## src/rtl/wb_pkg.sv

```systemverilog
`default_nettype none
// ============================================================================
//  Module   : wb_pkg
//  Purpose  : Shared types and constants for the writeback stage:
//             load funct3 codes, FSM state encoding, default datapath width.
//  Revision : 1.0  initial release
// ============================================================================
package wb_pkg;

  localparam int XLEN_DEFAULT = 32;

  // RV32 load width/sign codes
  localparam logic [2:0] F3_LB  = 3'b000;
  localparam logic [2:0] F3_LH  = 3'b001;
  localparam logic [2:0] F3_LW  = 3'b010;
  localparam logic [2:0] F3_LBU = 3'b100;
  localparam logic [2:0] F3_LHU = 3'b101;

  typedef enum logic [0:0] {
    WB_IDLE      = 1'b0,
    WB_WAIT_LOAD = 1'b1
  } wb_state_e;

endpackage : wb_pkg
`default_nettype wire

```

## src/rtl/load_align.sv

```systemverilog
`default_nettype none
// ============================================================================
//  Module   : load_align
//  Purpose  : Combinational load data alignment. Picks the byte/half lane
//             from an aligned memory word and sign- or zero-extends it.
//  Revision : 1.0  initial release
// ============================================================================
module load_align
  import wb_pkg::*;
#(
  parameter int XLEN = XLEN_DEFAULT
) (
  input  logic [XLEN-1:0] rdata,
  input  logic [2:0]      funct3,
  input  logic [1:0]      addr_lo,
  output logic [XLEN-1:0] result
);

  logic [7:0]  w_byte;
  logic [15:0] w_half;

  // Lane select: byte by full offset, half by offset bit 1 (bit 0 ignored)
  always_comb begin
    w_byte = rdata[7:0];
    case (addr_lo)
      2'd0:    w_byte = rdata[7:0];
      2'd1:    w_byte = rdata[15:8];
      2'd2:    w_byte = rdata[23:16];
      default: w_byte = rdata[31:24];
    endcase
    w_half = addr_lo[1] ? rdata[31:16] : rdata[15:0];
  end

  // Extension by load code; unknown codes pass the raw word through
  always_comb begin
    result = rdata;
    case (funct3)
      F3_LB:   result = {{(XLEN-8){w_byte[7]}}, w_byte};
      F3_LBU:  result = {{(XLEN-8){1'b0}}, w_byte};
      F3_LH:   result = {{(XLEN-16){w_half[15]}}, w_half};
      F3_LHU:  result = {{(XLEN-16){1'b0}}, w_half};
      F3_LW:   result = rdata;
      default: result = rdata;
    endcase
  end

endmodule : load_align
`default_nettype wire

```

## src/rtl/wb_stage.sv

```systemverilog
`default_nettype none
// ============================================================================
//  Module   : wb_stage
//  Purpose  : Writeback stage. Retires ALU/CSR results one cycle after
//             acceptance, holds loads until the LSU answers (or times out),
//             and drives the registered regfile write port, which decode
//             also uses as its same-cycle bypass source.
//  Revision : 1.0  initial release
// ============================================================================
module wb_stage
  import wb_pkg::*;
#(
  parameter int XLEN         = XLEN_DEFAULT,
  parameter int LOAD_TIMEOUT = 255
) (
  input  logic            clk,
  input  logic            rst,
  input  logic            ex_valid_i,
  output logic            ex_ready_o,
  input  logic            ex_wen_i,
  input  logic            ex_is_load_i,
  input  logic [4:0]      ex_rd_id_i,
  input  logic [2:0]      ex_funct3_i,
  input  logic [1:0]      ex_addr_lo_i,
  input  logic [XLEN-1:0] ex_result_i,
  input  logic            lsu_rvalid_i,
  input  logic [XLEN-1:0] lsu_rdata_i,
  output logic            w_en_o,
  output logic [4:0]      rd_id_o,
  output logic [XLEN-1:0] rd_write_data_o,
  output logic            commit_o,
  output logic            pend_valid_o,
  output logic [4:0]      pend_rd_o,
  output logic            err_o
);

  localparam int c_CNT_W = (LOAD_TIMEOUT < 2) ? 1 : $clog2(LOAD_TIMEOUT + 1);
  // Counter value on the edge that completes LOAD_TIMEOUT waiting cycles
  localparam logic [c_CNT_W-1:0] c_TMO_LAST = c_CNT_W'(LOAD_TIMEOUT - 1);

  wb_state_e         r_state;
  logic [c_CNT_W-1:0] r_cnt;
  logic [4:0]        r_ld_rd;
  logic              r_ld_wen;
  logic [2:0]        r_ld_funct3;
  logic [1:0]        r_ld_addr_lo;
  logic              r_w_en;
  logic [4:0]        r_rd_id;
  logic [XLEN-1:0]   r_data;
  logic              r_commit;
  logic [4:0]        r_pend_rd;
  logic              r_err;
  logic [XLEN-1:0]   w_aligned;

  load_align #(
    .XLEN (XLEN)
  ) u_load_align (
    .rdata   (lsu_rdata_i),
    .funct3  (r_ld_funct3),
    .addr_lo (r_ld_addr_lo),
    .result  (w_aligned)
  );

  // FSM, timeout counter and all registered writeback outputs
  always_ff @(posedge clk) begin
    if (!rst) begin
      r_state      <= WB_IDLE;
      r_cnt        <= '0;
      r_ld_rd      <= '0;
      r_ld_wen     <= 1'b0;
      r_ld_funct3  <= '0;
      r_ld_addr_lo <= '0;
      r_w_en       <= 1'b0;
      r_rd_id      <= '0;
      r_data       <= '0;
      r_commit     <= 1'b0;
      r_pend_rd    <= '0;
      r_err        <= 1'b0;
    end else begin
      // Write and commit are single-cycle pulses
      r_w_en   <= 1'b0;
      r_commit <= 1'b0;
      case (r_state)
        WB_IDLE: begin
          if (ex_valid_i) begin
            if (ex_is_load_i) begin
              r_ld_rd      <= ex_rd_id_i;
              r_ld_wen     <= ex_wen_i;
              r_ld_funct3  <= ex_funct3_i;
              r_ld_addr_lo <= ex_addr_lo_i;
              r_pend_rd    <= ex_rd_id_i;
              r_cnt        <= '0;
              r_state      <= WB_WAIT_LOAD;
            end else begin
              r_commit <= 1'b1;
              r_w_en   <= ex_wen_i && (ex_rd_id_i != 5'd0);
              r_rd_id  <= ex_rd_id_i;
              r_data   <= ex_result_i;
            end
          end
        end
        WB_WAIT_LOAD: begin
          // rvalid takes priority over a simultaneous timeout
          if (lsu_rvalid_i) begin
            r_commit  <= 1'b1;
            r_w_en    <= r_ld_wen && (r_ld_rd != 5'd0);
            r_rd_id   <= r_ld_rd;
            r_data    <= w_aligned;
            r_pend_rd <= '0;
            r_state   <= WB_IDLE;
          end else if (r_cnt == c_TMO_LAST) begin
            r_err     <= 1'b1;
            r_pend_rd <= '0;
            r_state   <= WB_IDLE;
          end else begin
            r_cnt <= r_cnt + c_CNT_W'(1);
          end
        end
        default: r_state <= WB_IDLE;
      endcase
    end
  end

  // Handshake and pending-load status derive directly from the state register
  always_comb begin
    ex_ready_o   = (r_state == WB_IDLE);
    pend_valid_o = (r_state == WB_WAIT_LOAD);
  end

  assign w_en_o          = r_w_en;
  assign rd_id_o         = r_rd_id;
  assign rd_write_data_o = r_data;
  assign commit_o        = r_commit;
  assign pend_rd_o       = r_pend_rd;
  assign err_o           = r_err;

endmodule : wb_stage
`default_nettype wire
```

## config.mk

```make
export PLATFORM = sky130hd
export DESIGN_NAME = wb_stage
export DESIGN_NICKNAME = d
export VERILOG_FILES = /design/src/rtl/wb_pkg.sv /design/src/rtl/load_align.sv /design/src/rtl/wb_stage.sv
export SDC_FILE = /design/constraint.sdc
export NUM_CORES = 1
export LEC_CHECK = 0
export ABC_AREA = 1
export CORE_ASPECT_RATIO = 1.1
export CORE_UTILIZATION = 55
export CTS_CLUSTER_DIAMETER = 30
export DETAILED_ROUTE_END_ITERATION = 6
export DONT_BUFFER_PORTS = 1
export GPL_TIMING_DRIVEN = 1
export MAX_ROUTING_LAYER = met4
export PLACE_DENSITY = 0.7
export REMOVE_ABC_BUFFERS = 1
export SLEW_MARGIN = 25
export SYNTH_ARGS = -nofsm -noshare
export SYNTH_HDL_FRONTEND = slang
export SYNTH_HIERARCHICAL = 1
export SYNTH_SLANG_ARGS = --single-unit
```

## constraint.sdc

```tcl
create_clock -name clk -period 2.6 [get_ports clk]
set_input_delay 0.26 -clock clk [delete_from_list [all_inputs] [get_ports clk]]
set_output_delay 0.26 -clock clk [all_outputs]
set_load 0.01 [all_outputs]
```

==> results_dict.tcl, run 1 <==
set metrics [dict create \
    run_status "completed" \
    post-route-period-util 0.800 \
    clk_root_buffer_cell "clkbuf_8" \
    fin_crit_ns 2.08 \
    detailedPlace.worstSlack_ns 0.569 \
    numClockSinks 65 \
    via_per_inst 5.77 \
    maxSlewViolCount 0 \
    synth.ff_latch_count 65 \
    least_margin_pin_slew_ns 0.555 \
    yosys.cell_types.count 30 \
    maximum_number_of_pins_on_one_net_before_global_route_repair 50 \
    hpwl_um 6610 \
    gr_overflow_total 0 \
    min-delay-start "rst" \
    global_route_wire_length_before_repair_um 15900 \
    gpl.final_weighted_congestion 0.874 \
    cts_resized 0 \
    clock_insertion_delay_worst_skew_ns 0.35 \
    maxSlewHeadroom 0.630 \
    worst_setup_path_start_kind "flop" \
    io_pins 127 \
    synth.yosys.warnings 6 \
    capturing_element_type_of_the_critical_path "flop" \
    worst_setup_hold_path_clk_slew_ns 0.08 \
    p_leak_nw 1.59 \
    fin_ws_ns 0.519 \
    irDropWorstVdd_mv 0.429 \
    cts_hold_buffers 0 \
    layout-drive-gt1-share 0.0848 \
    htree_levels 3 \
    path_max_fanout 24 \
    syn-cell-area_um2 3660 \
    crit-reg2reg-capture "rd_write_data_o[29]$_SDFFE_PN0P_" \
    floorplan.die_area_um2 6990 \
    synthToLayoutAreaGrowth_pct 4.17 \
    hold_depth 2 \
    post-cts-setup-buffer-count 0 \
    finalHoldViolCount 0 \
    buffer_ports.inserted 0 \
    grt_pass1_vias 3390 \
    critical_path_class "flop to flop" \
    clock_buffers_created_by_tritoncts 9 \
    yosysSeqAreaShare 0.355 \
    fmax_ghz 0.481 \
    drc_errors 0 \
    finalSetupViolCount 0 \
    core_area_um2 6310 \
    initial_core_util 0.581 \
    antenna_cells_inserted 0 \
    mostFrequentLayoutCells "188 x nand2_1, 64 x dfxtp_1, 53 x nor2_1, 51 x nand3_1, 40 x o21ai_0" \
    worst_reg_to_reg_path_cell_count 8 \
    mostFrequentLayoutCell "nand2_1" \
    final_clock_skew_ns 0.00904 \
    setup.reg_to_reg.worst_slack_ns 0.52 \
    die_height_um 87.6 \
    grt_use_total 0.300 \
    antenna_left 0 \
    cellPowerDensity_nw_per_um2 642 \
    hold_path_end "r_cnt[5]$_SDFFE_PN0P_" \
    tritoncts_clock_tree "yes" \
    dieWidth_um 79.8 \
    drv_cap 0 \
    syn_area_per_cell_um2 6.46 \
    cell_rows 30 \
    max-clock-path-buffers 2 \
    wl_per_cell_um 15.3 \
    drt_iter0_markers 264 \
    timing.critical_path.arrival_ns 2.35 \
    finish.utilization 0.605 \
    critPathRequiredTime_ns 2.87 \
    regToRegStartpoint "r_ld_addr_lo[1]$_SDFFE_PN0P_" \
    layout.nets 631 \
    worstHoldPathType "input pin to flop" \
    drt_first_pass_iters 5 \
    netlist_instances 567 \
    vias 3658 \
    drt-total-wl_um 9690 \
    antenna_violations_before_repair 0 \
    grt_setup_unrepaired "no" \
]
stage by stage:
stage | TNS [ns] | hold WS, ns | cell area, um^2 | std cells | power, mW
CTS | 0 | 0.00564 | 3810 | 634 | 2.47
finish | 0 | 0.0221 | 3810 | 634 | 2.45
global route | 0 | 0.00424 | 3810 | 634 | 2.58
global placement | 0 | 0.384 | 3600 | 618 | 1.53
detailed placement | 0 | 0.389 | 3600 | 618 | 1.54
floorplan | -21.24 | 0.378 | 3450 | 532 | 1.45
Yosys cell counts (all sizes together):
| library cell | instances | area, um^2 |
|---|---|---|
| ha | 2 | 25.0 |
| o21a | 1 | 7.51 |
| nand4 | 2 | 12.5 |
| nor3 | 3 | 15.0 |
| dfxtp | 65 | 1300 |
| clkinv | 1 | 3.75 |
| buf | 18 | 145 |
| nand3 | 57 | 323 |
| or2 | 1 | 6.26 |
| nor3b | 1 | 7.51 |
| nor2 | 58 | 240 |
| o21ai | 63 | 315 |
| clkbuf | 17 | 65.1 |
| o211ai | 3 | 22.5 |
| a31oi | 37 | 231 |
| a21oi | 20 | 104 |
| nand2 | 194 | 746 |
| inv | 24 | 90.1 |
worst max-delay path, stage by stage (launching register included):
cell	delay, ns
dfxtp_1	0.67
inv_2	0.28
nand2_1	0.19
nand2_1	0.08
nand3_2	0.10
nand3_4	0.24
nand3_1	0.15
nand2_1	0.06
a31oi_1	0.20
power by group:
| group | switching [mW] | leakage (nW) | internal, mW |
|---|---|---|---|
| registers | 0.0800 | 0.534 | 1.06 |
| clock network | 0.432 | 0.102 | 0.500 |
| logic | 0.242 | 0.953 | 0.132 |
| total | 0.754 | 1.59 | 1.70 |
metal layers:
layer / wire, um / GRT usage
met1: 4260 / 0.371
met2: 4420 / 0.468
met3: 961 / 0.0979
met4: 48 / 0.0860
met5: 0 / -
worst max-delay path by stage:
stage,start,to,slack (ns),cells after the start
global route,r_ld_addr_lo[1]$_SDFFE_PN0P_,rd_write_data_o[21]$_SDFFE_PN0P_,0.33,8
detailed placement,r_ld_addr_lo[1]$_SDFFE_PN0P_,rd_write_data_o[29]$_SDFFE_PN0P_,0.57,8
floorplan,pend_valid_o$_SDFF_PN0_,rd_id_o[4]$_SDFFE_PN0P_,-0.61,5
CTS,r_ld_addr_lo[1]$_SDFFE_PN0P_,rd_write_data_o[29]$_SDFFE_PN0P_,0.55,8
global placement,r_ld_addr_lo[1]$_SDFFE_PN0P_,rd_write_data_o[24]$_SDFFE_PN0P_,0.67,8
finish,r_ld_addr_lo[1]$_SDFFE_PN0P_,rd_write_data_o[29]$_SDFFE_PN0P_,0.52,8
flip-flops by register name, summed over array words and instances (netlist names):
signal / flops
w_en_o: 1
r_cnt: 8
rd_id_o: 5
pend_rd_o: 5
r_ld_wen: 1
err_o: 1
commit_o: 1
r_ld_funct3: 3
r_ld_rd: 5
pend_valid_o: 1
r_ld_addr_lo: 2
rd_write_data_o: 32
kinds of logic after synthesis:
kind of cell               share of synthesized area
AOI/OAI and AO/OA                              0.186
and+or+nand+nor                                0.369
buffers and inverters                         0.0830
adders and majority gates                    0.00683
DFF                                            0.355
final cells by class:
type	count	area (um^2)
Timing Repair Buffer	6	45.0
Tap cell	80	100
Multi-Input combinational cell	442	2060
Inverter	25	93.8
Clock buffer	11	151
Clock inverter	5	62.6
Fill cell	638	2490
Sequential cell	65	1300
Power figures use the tool's default switching activity.
==> run 2: changes to the inputs <==
--- a/config.mk
+++ b/config.mk
@@ -13,7 +13,7 @@
 export DONT_BUFFER_PORTS = 1
 export GPL_TIMING_DRIVEN = 1
 export MAX_ROUTING_LAYER = met4
-export PLACE_DENSITY = 0.7
+export PLACE_DENSITY = 0.73
 export REMOVE_ABC_BUFFERS = 1
 export SLEW_MARGIN = 25
 export SYNTH_ARGS = -nofsm -noshare
==> constraint.sdc (replaced) <==
create_clock -name clk -period 1.9 [get_ports clk]
set_input_delay 0.19 -clock clk [delete_from_list [all_inputs] [get_ports clk]]
set_output_delay 0.19 -clock clk [all_outputs]
set_load 0.01 [all_outputs]
==> run 2 against run 1 <==
First-iteration DRC count up 23%. Critical endpoint is now rd_write_data_o[16]$_SDFFE_PN0P_. Die area unchanged. Global-route usage up 2.1 points. Utilization up 5.2 points. Critical path type unchanged. Highest routed layer unchanged. Critical path depth down 1. Clock skew down 0.0015 ns. Flip-flop and latch count unchanged. Clock-buffer cell count down 1. Register-to-register slack worse by 0.33 ns.
==> results_dict.tcl, run 2 (same netlist as run 1, synthesis figures left out) <==
set metrics [dict create \
    clock_buffers_created_by_tritoncts 9 \
    drv_cap 0 \
    worst_setup_path_start_kind "flop" \
    clock_power_share 0.368 \
    grt_setup_unrepaired "no" \
    finalSetupViolCount 0 \
    fillerInstances 602 \
    initial_core_util 0.581 \
    path_max_fanout 24 \
    clock_insertion_delay_worst_skew_ns 0.35 \
    timing.critical_path.arrival_ns 1.98 \
    buffer_ports.inserted 0 \
    drt_first_pass_iters 5 \
    finalHoldViolCount 0 \
    fmax_ghz 0.586 \
    worst_setup_hold_path_clk_slew_ns 0.08 \
    regArea_um2 1300 \
    floorplan.die_area_um2 6990 \
    gr_overflow_total 0 \
    antenna_violations_before_repair 0 \
    numClockSinks 65 \
    tritoncts_clock_tree "yes" \
    gpl.final_weighted_congestion 0.920 \
    post-route-period-util 0.898 \
    worst_path_dominant_cell_family "simple AND/OR/NAND/NOR gates" \
    core_area_um2 6310 \
    final_clock_skew_ns 0.00753 \
    hpwl_um 6740 \
    detailed_place.area_um2 3640 \
    run_status "completed" \
    die_height_um 87.6 \
    drt-total-wl_um 10600 \
    antenna_cells_inserted 0 \
    drc_errors 0 \
    grt_pass1_vias 3636 \
    irDropWorstVdd_mv 0.573 \
    cpMostUsedCell "nand2_1" \
    antenna_left 0 \
    global_route_wire_length_before_repair_um 16900 \
    whs_ns 0.00207 \
    maximum_number_of_pins_on_one_net_before_global_route_repair 75 \
    layout-drive-gt1-share 0.0887 \
    pwr-share-seq 0.454 \
    maxSlewViolCount 0 \
    grt_use_total 0.322 \
    clk_root_buffer_cell "clkbuf_8" \
    setup.reg_to_reg.worst_slack_ns 0.19 \
    p_sw_frac 0.317 \
    wl_per_cell_um 16.0 \
    switching_power_mw 1.09 \
    cell_internal_pwr_mw 2.34 \
    synthToLayoutAreaGrowth_pct 13.1 \
    dieWidth_um 79.8 \
    finish.utilization 0.657 \
    crit_path_cell_trace "buf_4 > nand2_1 > nand3_2 > nand3_4 > nand3_1 > nand2_1 > a31oi_1" \
    p_leak_nw 1.73 \
    max_ffs_per_register 32 \
    post-cts-setup-buffer-count 0 \
    htree_levels 3 \
    final_design_area_no_fill_um2 4140 \
    fin_crit_ns 1.71 \
    io_pins 127 \
    layout.nets 663 \
    critical_path_class "flop to flop" \
    capturing_element_type_of_the_critical_path "flop" \
    max-clock-path-buffers 2 \
    power_frac_comb 0.178 \
    least_margin_pin_slew_ns 0.532 \
    mostFrequentLayoutCells "188 x nand2_1, 64 x dfxtp_1, 53 x nor2_1, 51 x nand3_1, 40 x o21ai_0" \
    crit_path_slowest_cell "dfxtp_1" \
    critPathRequiredTime_ns 2.18 \
    multi_input_combinational_cell_area_um2 2060 \
    worstHoldPathType "input pin to flop" \
    buf_inv_stages_crit_path 1 \
    worst_path_largest_cell_delay_ns 0.51 \
    cell_rows 30 \
    via_per_inst 5.92 \
    drt_iter0_markers 326 \
    mostFrequentLayoutCell "nand2_1" \
    vias 3943 \
    maxSlewHeadroom 0.644 \
    cellPowerDensity_nw_per_um2 828 \
]
==> run 2: final cells by class <==
| cell class | instances | area share |
|---|---|---|
| sequential | 65 | 0.315 |
| inverter | 25 | 0.0227 |
| clock inverter | 6 | 0.0172 |
| clock buffer | 10 | 0.0332 |
| timing repair buffer | 38 | 0.0912 |
| multi-input combinational | 442 | 0.497 |
| tap | 80 | 0.0242 |
==> run 2: what timing repair did <==
| item | in CTS | in global routing |
|---|---|---|
| gates resized for setup | 0 | 0 |
| hold endpoints to repair | 49 | 3 |
| hold buffers | 26 | 2 |
==> run 2: power by group through the flow <==
stage / Sequential, mW / Clock (mW) / Combinational, mW
finish: 1.56 / 1.26 / 0.609
global route: 1.57 / 1.34 / 0.685
CTS: 1.56 / 1.28 / 0.594
detailed placement: 1.59 / 0 / 0.532
global placement: 1.59 / 0 / 0.522
floorplan: 1.59 / 0 / 0.385
==> run 2: worst register-to-register path: stages (launching register included) <==
cell	delay (ns)
dfxtp_1	0.51
buf_4	0.27
nand2_1	0.09
nand3_2	0.10
nand3_4	0.25
nand3_1	0.16
nand2_1	0.07
a31oi_1	0.19
==> run 2: final timing paths <==
path / cells after the start / endpoint / startpoint
worst max-delay path: 7 / rd_write_data_o[16]$_SDFFE_PN0P_ / r_ld_addr_lo[1]$_SDFFE_PN0P_
worst min-delay path: 2 / rd_write_data_o[26]$_SDFFE_PN0P_ / ex_result_i[26]
worst max register to register: 7 / rd_write_data_o[16]$_SDFFE_PN0P_ / r_ld_addr_lo[1]$_SDFFE_PN0P_
worst min register to register: 2 / r_ld_rd[3]$_SDFFE_PN0P_ / r_ld_rd[3]$_SDFFE_PN0P_
==> run 2: stage by stage <==
stage	TNS (ns)	cells	power [mW]	setup WS (ns)
2_1_floorplan	-55.05	532	1.98	-1.31
3_3_place_gp	0	622	2.11	0.327
3_5_place_dp	0	622	2.12	0.247
4_1_cts	0	664	3.43	0.237
5_1_grt	0	666	3.60	0.0429
6_report	0	666	3.43	0.194
==> run 2: per-layer routing <==
layer,GRT usage,routed length [um],vias up
met2,0.507,4950,217
met3,0.0708,1080,26
met1,0.392,4380,1776
met4,0.148,229,0
met5,-,0,-
li1,-,-,1924
==> run 3: changes to the inputs <==
--- a/config.mk
+++ b/config.mk
@@ -7,6 +7,7 @@
 export LEC_CHECK = 0
 export ABC_AREA = 1
 export CORE_ASPECT_RATIO = 1.1
+export CORE_MARGIN = 2
 export CORE_UTILIZATION = 55
 export CTS_CLUSTER_DIAMETER = 30
 export DETAILED_ROUTE_END_ITERATION = 6
==> run 3 against run 2 <==
Design area up 0.30%. Setup slack improved by 0.011 ns. Non-clock buffer count up 4. Sequential share of layout area decreased by 0.095 points. Critical endpoint is now rd_write_data_o[31]$_SDFFE_PN0P_. Highest routed layer unchanged.
==> results_dict.tcl, run 3 (same netlist as run 1, synthesis figures left out) <==
set metrics [dict create \
    run_status "completed" \
    timing.setup.tns_ns 0 \
    via_per_inst 5.73 \
    hold_path_end "rd_write_data_o[4]$_SDFFE_PN0P_" \
    floorplan.die_area_um2 7330 \
    timing.critical_path.arrival_ns 1.96 \
    numClockSinks 65 \
    min-delay-start "ex_result_i[4]" \
    tritoncts_clock_tree "yes" \
    crit_path_slowest_cell "dfxtp_1" \
    die_height_um 89.6 \
    vias 3851 \
    mostFrequentLayoutCell "nand2_1" \
    cellPowerDensity_nw_per_um2 778 \
    antenna_cells_inserted 0 \
    drc_errors 0 \
    dieWidth_um 81.8 \
    clock_buffers_created_by_tritoncts 9 \
    worst_path_largest_cell_delay_ns 0.41 \
    synthToLayoutAreaGrowth_pct 13.5 \
    crit_path_cell_trace "nand2_2 > nor2_1 > nand3_2 > nand3_1 > nand2_1 > a31oi_1" \
    drt_first_pass_iters 6 \
    fin_crit_ns 1.70 \
    path_max_fanout 16 \
    global_route_wire_length_before_repair_um 16400 \
    core_area_um2 6520 \
    finalSetupViolCount 0 \
    layout.nets 667 \
    antenna_violations_before_repair 0 \
    critical_path_class "flop to flop" \
    hpwl_um 7050 \
    critPathRequiredTime_ns 2.17 \
    crit-reg2reg-capture "rd_write_data_o[31]$_SDFFE_PN0P_" \
    post-cts-setup-buffer-count 0 \
    worst_path_dominant_cell_family "simple AND/OR/NAND/NOR gates" \
    initial_core_util 0.562 \
    drt_iter0_markers 244 \
    worst_setup_hold_path_clk_slew_ns 0.08 \
    worstHoldPathType "input pin to flop" \
    grt_setup_unrepaired "no" \
    drv_cap 0 \
    gpl.final_weighted_congestion 0.908 \
    mostFrequentLayoutCells "188 x nand2_1, 64 x dfxtp_1, 53 x nor2_1, 51 x nand3_1, 40 x o21ai_0" \
    least_margin_pin_slew_ns 0.433 \
    buffer_ports.inserted 0 \
    max-clock-path-buffers 2 \
    fin_ws_ns 0.204 \
    capturing_element_type_of_the_critical_path "flop" \
    grt_use_total 0.297 \
    clock_insertion_delay_worst_skew_ns 0.34 \
    antenna_left 0 \
    worst_reg_to_reg_path_cell_count 6 \
    detailedPlace.worstSlack_ns 0.187 \
    maxSlewViolCount 0 \
    setup.reg_to_reg.worst_slack_ns 0.20 \
    maxSlewHeadroom 0.710 \
    fmax_ghz 0.590 \
    irDropWorstVdd_mv 0.457 \
    regToRegStartpoint "r_ld_funct3[0]$_SDFFE_PN0P_" \
    clk_root_buffer_cell "clkbuf_8" \
    htree_levels 3 \
    io_pins 127 \
    gr_overflow_total 0 \
    buf_inv_stages_crit_path 0 \
    wl_per_cell_um 15.5 \
    maximum_number_of_pins_on_one_net_before_global_route_repair 49 \
    worst_setup_path_start_kind "flop" \
    drt-total-wl_um 10400 \
    final_clock_skew_ns 0.00754 \
    p_leak_nw 1.73 \
    finalHoldViolCount 0 \
    layout-drive-gt1-share 0.0898 \
    hold_depth 2 \
    grt_pass1_vias 3564 \
    max_ffs_per_register 32 \
    cell_rows 31 \
    post-route-period-util 0.893 \
]
==> run 3: cell types whose count changed in the layout (fill, tap and decap cells not counted), sizes merged <==
cell         before  now
buf              11   13
clkinv            1    2
dlygate4sd3      27   29
inv              27   25
clkinvlp          2    4
bufinv            1    0
==> run 3: per-stage QoR <==
step / hold WS, ns / instance area [um^2] / power, mW / cells / utilization
global placement: 0.315 / 3670 / 2.13 / 626 / 0.563
finish: 0.0112 / 4150 / 3.23 / 672 / 0.637
detailed placement: 0.318 / 3670 / 2.14 / 626 / 0.563
CTS: 0.000746 / 4150 / 3.24 / 672 / 0.637
floorplan: 0.308 / 3450 / 1.98 / 532 / -
global route: 0.00899 / 4150 / 3.39 / 672 / 0.637
==> run 3: power breakdown <==
part | switching [mW] | leakage (nW) | internal (mW)
clock network | 0.571 | 0.0749 | 0.475
registers | 0.105 | 0.534 | 1.46
logic | 0.381 | 1.12 | 0.244
==> run 3: worst max path at each step <==
stage / start / end / slack [ns] / cells past startpoint
3_5_place_dp: r_ld_addr_lo[0]$_SDFFE_PN0P_ / rd_write_data_o[8]$_SDFFE_PN0P_ / 0.19 / 6
2_1_floorplan: pend_valid_o$_SDFF_PN0_ / rd_id_o[4]$_SDFFE_PN0P_ / -1.31 / 5
5_1_grt: r_ld_funct3[1]$_SDFFE_PN0P_ / rd_write_data_o[24]$_SDFFE_PN0P_ / 0.06 / 7
3_3_place_gp: r_ld_addr_lo[0]$_SDFFE_PN0P_ / rd_write_data_o[31]$_SDFFE_PN0P_ / 0.25 / 6
6_report: r_ld_funct3[0]$_SDFFE_PN0P_ / rd_write_data_o[31]$_SDFFE_PN0P_ / 0.20 / 6
4_1_cts: r_ld_addr_lo[0]$_SDFFE_PN0P_ / rd_write_data_o[8]$_SDFFE_PN0P_ / 0.17 / 6
==> run 3: cell type report <==
cell class,instances,area [um^2]
inverter,25,93.8
sequential,65,1300
clock buffer,10,128
tap,82,103
timing repair buffer,42,425
clock inverter,6,43.8
multi-input combinational,442,2060
fill,615,2360
==> run 3: timing repair <==
item	4_1_cts	5_1_grt
endpoints found under the setup margin	0	1
hold endpoints to repair	49	0
gates resized for setup	0	1
hold buffers	30	0
==> run 3: metal layers <==
metal / vias up / part of all wire / global-route usage
met5: - / 0 / -
met4: 0 / 0.026 / 0.118
met3: 22 / 0.079 / 0.0870
li1: 1929 / - / -
met2: 148 / 0.49 / 0.497
met1: 1752 / 0.41 / 0.334
